==> src/rtl/mem_arbiter.sv <==
// Two-master arbiter (instruction fetch / data access) in front of a single-port memory.
// Data-first priority with a bounded data burst so a waiting fetch cannot starve.
module mem_arbiter #(
  parameter int ADDR_W      = 32,
  parameter int DATA_W      = 32,
  parameter int D_BURST_MAX = 4
) (
  input  logic              clk,
  input  logic              reset,
  input  logic              i_req_i,
  input  logic [ADDR_W-1:0] i_addr_i,
  output logic              i_ready_o,
  output logic              i_rvalid_o,
  output logic [DATA_W-1:0] i_rdata_o,
  input  logic              d_req_i,
  input  logic              d_we_i,
  input  logic [ADDR_W-1:0] d_addr_i,
  input  logic [DATA_W-1:0] d_wdata_i,
  output logic              d_ready_o,
  output logic              d_rvalid_o,
  output logic [DATA_W-1:0] d_rdata_o,
  output logic              mem_req_o,
  output logic              mem_we_o,
  output logic [ADDR_W-1:0] mem_addr_o,
  output logic [DATA_W-1:0] mem_wdata_o,
  input  logic              mem_ready_i,
  input  logic              mem_rvalid_i,
  input  logic [DATA_W-1:0] mem_rdata_i
);

  typedef enum logic [1:0] {IDLE, WAIT_I, WAIT_D} state_t;

  localparam logic [3:0] BURST_LIM = 4'(D_BURST_MAX);

  state_t     state;
  state_t     state_nxt;
  logic [3:0] burst_cnt;
  logic       any_req;
  logic       sel_i;
  logic       xfer;

  assign any_req = i_req_i | d_req_i;
  // Fetch wins only when data is absent or data has used up its burst allowance.
  assign sel_i   = i_req_i & (~d_req_i | (burst_cnt == BURST_LIM));
  assign xfer    = (state == IDLE) & any_req & mem_ready_i;

  always_ff @(posedge clk or posedge reset) begin
    if (reset) state <= IDLE;
    else       state <= state_nxt;
  end

  always_comb begin
    state_nxt = state;
    case (state)
      IDLE:    if (xfer) state_nxt = sel_i ? WAIT_I : WAIT_D;
      WAIT_I:  if (mem_rvalid_i) state_nxt = IDLE;
      WAIT_D:  if (mem_rvalid_i) state_nxt = IDLE;
      default: state_nxt = IDLE;
    endcase
  end

  // Counts data grants taken while a fetch is pending; any fetch grant or idle fetch port resets it.
  always_ff @(posedge clk or posedge reset) begin
    if (reset) begin
      burst_cnt <= 4'd0;
    end else if (state == IDLE) begin
      if (!i_req_i || (xfer && sel_i))
        burst_cnt <= 4'd0;
      else if (xfer && (burst_cnt != BURST_LIM))
        burst_cnt <= burst_cnt + 4'd1;
    end
  end

  always_comb begin
    mem_req_o   = 1'b0;
    mem_we_o    = 1'b0;
    mem_addr_o  = '0;
    mem_wdata_o = '0;
    i_ready_o   = 1'b0;
    d_ready_o   = 1'b0;
    i_rvalid_o  = 1'b0;
    i_rdata_o   = '0;
    d_rvalid_o  = 1'b0;
    d_rdata_o   = '0;
    if (!reset) begin
      case (state)
        IDLE: begin
          mem_req_o = any_req;
          if (any_req) begin
            mem_addr_o  = sel_i ? i_addr_i : d_addr_i;
            mem_we_o    = ~sel_i & d_we_i;
            mem_wdata_o = sel_i ? '0 : d_wdata_i;
          end
          i_ready_o = xfer & sel_i;
          d_ready_o = xfer & ~sel_i;
        end
        WAIT_I: begin
          if (mem_rvalid_i) begin
            i_rvalid_o = 1'b1;
            i_rdata_o  = mem_rdata_i;
          end
        end
        WAIT_D: begin
          if (mem_rvalid_i) begin
            d_rvalid_o = 1'b1;
            d_rdata_o  = mem_rdata_i;
          end
        end
        default: ;
      endcase
    end
  end

endmodule

==> config.mk <==
export PLATFORM = sky130hd
export DESIGN_NAME = mem_arbiter
export DESIGN_NICKNAME = d
export VERILOG_FILES = /design/src/rtl/mem_arbiter.sv
export SDC_FILE = /design/constraint.sdc
export NUM_CORES = 1
export LEC_CHECK = 0
export BUFFER_PORTS_ARGS = -buffer_cell sky130_fd_sc_hd__buf_2
export CAP_MARGIN = 20
export CORE_AREA = 2 2 105 107
export DETAILED_ROUTE_END_ITERATION = 16
export DIE_AREA = 0 0 107 109
export PLACE_DENSITY = 0.6
export SLEW_MARGIN = 20
export SYNTH_ARGS = -nofsm -noshare
export SYNTH_HDL_FRONTEND = slang
export SYNTH_SLANG_ARGS = --single-unit
==> constraint.sdc <==
create_clock -name clk -period 2.2 [get_ports clk]
set_input_delay 0.66 -clock clk [delete_from_list [all_inputs] [get_ports clk]]
set_output_delay 0.66 -clock clk [all_outputs]
set_load 0.01 [all_outputs]
==> flow_metrics.py <==
metrics = {
    "drt": {
        "routedWlPerCell_um": 15.2,
        "drt_first_pass_iters": 4,
        "routed_wl_um": 10800,
        "via_per_inst": 4.39,
        "drc": 0,
        "drtIter0Drc": 122,
        "num_vias": 3110,
        "ant_nets": 0,
    },
    "floorplanning": {
        "die_h_um": 109,
        "core_area_um2": 10600,
        "die_w_um": 107,
        "dieArea_um2": 11700,
        "ios": 269,
        "start_util_pct": 16.2,
        "rows": 38,
    },
    "worst_hold_path": {
        "hp-class": "primary input to asynchronous set/reset pin",
    },
    "sta": {
        "fmax_ghz": 0.417,
        "slew_violations": 0,
        "clock_skew_ps": 5.88,
        "rsz0062_at_grt": "true",
        "tns_ps": -14340,
        "max_slew.worst_pin.slew_ps": 446,
        "finalWorstSetupSlack_ps": -201,
        "fin_crit_sh_pct": 109,
        "setup_viol": 132,
        "hold_viol": 0,
        "fin_crit_ps": 2400,
        "maxSlewHeadroom_pct": 69.9,
    },
    "finish": {
        "utilization_pct": 45.6,
        "n_fill_cell": 1032,
        "nNetsFinal": 711,
        "area_delta_synth_final_pct": 181,
        "seq_area_um2": 150,
        "drive_above_1_share_pct": 78.4,
        "multi_input_area_um2": 1870,
        "diodes": 0,
    },
    "synthesis": {
        "postSynth.asyncResetShare_pct": 100,
        "synth-simple-area-share_pct": 59.0,
        "synth.avg_cell_area_um2": 6.44,
        "synthAdderAreaFrac_pct": 3.64,
        "syn_inst": 267,
        "synth-xor-area-share_pct": 0,
        "synth_enable_flop_cells": 0,
        "synth_top_area_cell": "and2_1",
        "ys_ff_latch": 6,
        "ys_seq_area_share_pct": 8.73,
        "yosys-mux-area-fraction_pct": 0.655,
        "ys.flop_type": "dfrtp_1",
        "synth_top_area_share_pct": 28.4,
        "ys_warn_count": 0,
        "yosysUniqueCellTypes": 35,
        "synth_top_family_by_area": "simple AND/OR/NAND/NOR gates",
        "syn_area_um2": 1720,
        "synth_area_leaders": "and2_1, nand2_1, o22ai_1",
        "synth_compound_area_share_pct": 17.7,
        "syn-num-nets": 407,
    },
    "global_route": {
        "grt.overflow.total": 0,
        "grt_pass1_wl_um": 13200,
        "grt_antenna_before_repair": 0,
        "grt_pass1_vias": 2593,
        "track_usage_pct": 14.2,
        "grt_max_degree": 26,
    },
    "critical_path": {
        "required_ps": 1540,
        "worstSetupPathType": "primary input to primary output",
        "cp_max_fo": 7,
        "critPathMaxStageDelay_ps": 300,
        "r2r_end": "burst_cnt[3]$_DFFE_PP0P_",
        "critPathSlowestCell": "and2b_4",
        "worstPathArrival_ps": 1740,
        "regToRegStartpoint": "state[1]$_DFFE_PP0P_",
        "start_kind": "primary input",
        "reg2regPathDepth": 6,
        "ff2ff_setup_slack_ps": 730,
        "crit_chain": "buf_2, and2b_4, buf_12, buf_12, nand2_2, o22ai_2, buf_2",
        "critPathCaptureType": "primary output",
    },
    "clock_tree": {
        "numCtsBuffers": 3,
        "clock_sink_count": 6,
        "holdBufCountCts": 0,
        "cts_buffer_depth": 2,
        "cts_tree": "built",
        "clk_latency_ps": 230,
        "cts-root-buf": "clkbuf_8",
        "h-tree-depth": 1,
        "cts.clk_slew.worst_paths_ps": 40,
    },
    "pwr": {
        "p_per_area_nw_per_um2": 559,
        "p_seq_share_pct": 6.0,
        "pwr-share-clk_pct": 6.2,
        "pwr-share-comb_pct": 87.8,
        "p_total_uw": 2700,
        "leakage_uw": 0.00258,
        "cellInternalPower_uw": 1580,
        "swShare_pct": 41.4,
        "vdd_drop_max_v": 0.000343,
        "p_switching_uw": 1120,
    },
    "placed_design": {
        "dp_hpwl_um": 6200,
        "io_buffers": 268,
        "gp_congestion": 0.784,
    },
    "run": {
        "max-cap-violations": 0,
    },
    "outcome": {
        "violations": "setup timing",
        "outcome": "finished with violations",
    },
}
synthesized netlist by cell type (all sizes together) (2+ instances only):
library cell	n
inv	10
nand2	65
o21ai	4
o22ai	33
and2	98
ha	5
buf	15
clkbuf	7
nand4b	2
nor3b	2
dfrtp	6
and3	3
what timing repair did:
item | 4_1_cts | 5_1_grt
pin swaps | 40 | 70
setup endpoints to repair | 132 | 133
gates resized for setup | 67 | 141
cloned | 13 | 10
setup buffers | 10 | 5
registers in the layout, summed over array words and instances, names as in the netlist:
signal / flops
state: 2
burst_cnt: 4
final cells by class:
| cell class | count | area share [%] |
|---|---|---|
| well taps | 140 | 3.63 |
| repair buffers | 316 | 53.0 |
| inverters | 10 | 0.777 |
| multi-input cells | 234 | 38.7 |
| clock buffers | 3 | 0.855 |
| flip-flops and latches | 6 | 3.11 |
layer usage:
metal	global-route usage, %	part of all wire [%]	vias up
li1	-	-	1501
met1	17.8	40	1444
met2	26.3	53	157
met3	1.37	6.2	8
met4	3.15	0.72	0
met5	0	0	-
layout by cell type (no fill, tap or decap), types with 6 or more instances in the layout:
cell type  instances
nand2_2           12
o22ai_1           17
buf_6             73
and3_4             8
nand2_4           11
dfrtp_1            6
buf_12             8
buf_2            202
o22ai_2           16
buf_16             8
clkbuf_16          9
nand2_1           41
and2_1            34
and2_4            64
inv_1              6
buf_4             16
worst max-delay path: cells and delay by family:
family,cells,cell delay [ps]
AO/OA/AOI/OAI,1,150
buffers and inverters,4,550
AND/OR/NAND/NOR,2,360
cell families after synthesis:
group                    Yosys count
multiplexers                       1
buffers and inverters             32
adder cells (fa/ha/maj)            5
AO/OA/AOI/OAI                     45
flip-flops                         6
AND/OR/NAND/NOR                  178
worst max path at each step:
| stage | cells after the start | endpoint | startpoint | slack (ps) |
|---|---|---|---|---|
| floorplan | 4 | mem_req_o | reset | 50 |
| global placement | 5 | mem_req_o | reset | -110 |
| detailed placement | 5 | mem_req_o | reset | -140 |
| CTS | 8 | mem_addr_o[2] | state[0]$_DFFE_PP0P_ | -160 |
| global route | 8 | mem_addr_o[19] | state[0]$_DFFE_PP0P_ | -250 |
| finish | 7 | mem_addr_o[29] | reset | -200 |
power by group through the flow:
stage	Clock, µW	Combinational [µW]	Sequential [µW]
floorplan	0	805	159
global placement	0	1330	160
detailed placement	0	1330	161
CTS	172	1770	162
global route	184	2520	166
finish	168	2370	163
stage by stage:
step / hold slack, ps / instance area, µm² / instances / worst slack (ps)
2_1_floorplan: 461 / 1720 / 267 / 46.3
3_3_place_gp: 591 / 3310 / 670 / -114
3_5_place_dp: 576 / 3310 / 670 / -138
4_1_cts: 477 / 3940 / 695 / -159
5_1_grt: 513 / 4830 / 709 / -249
6_report: 489 / 4830 / 709 / -201
Note: power is estimated with default switching activity, not from simulation.
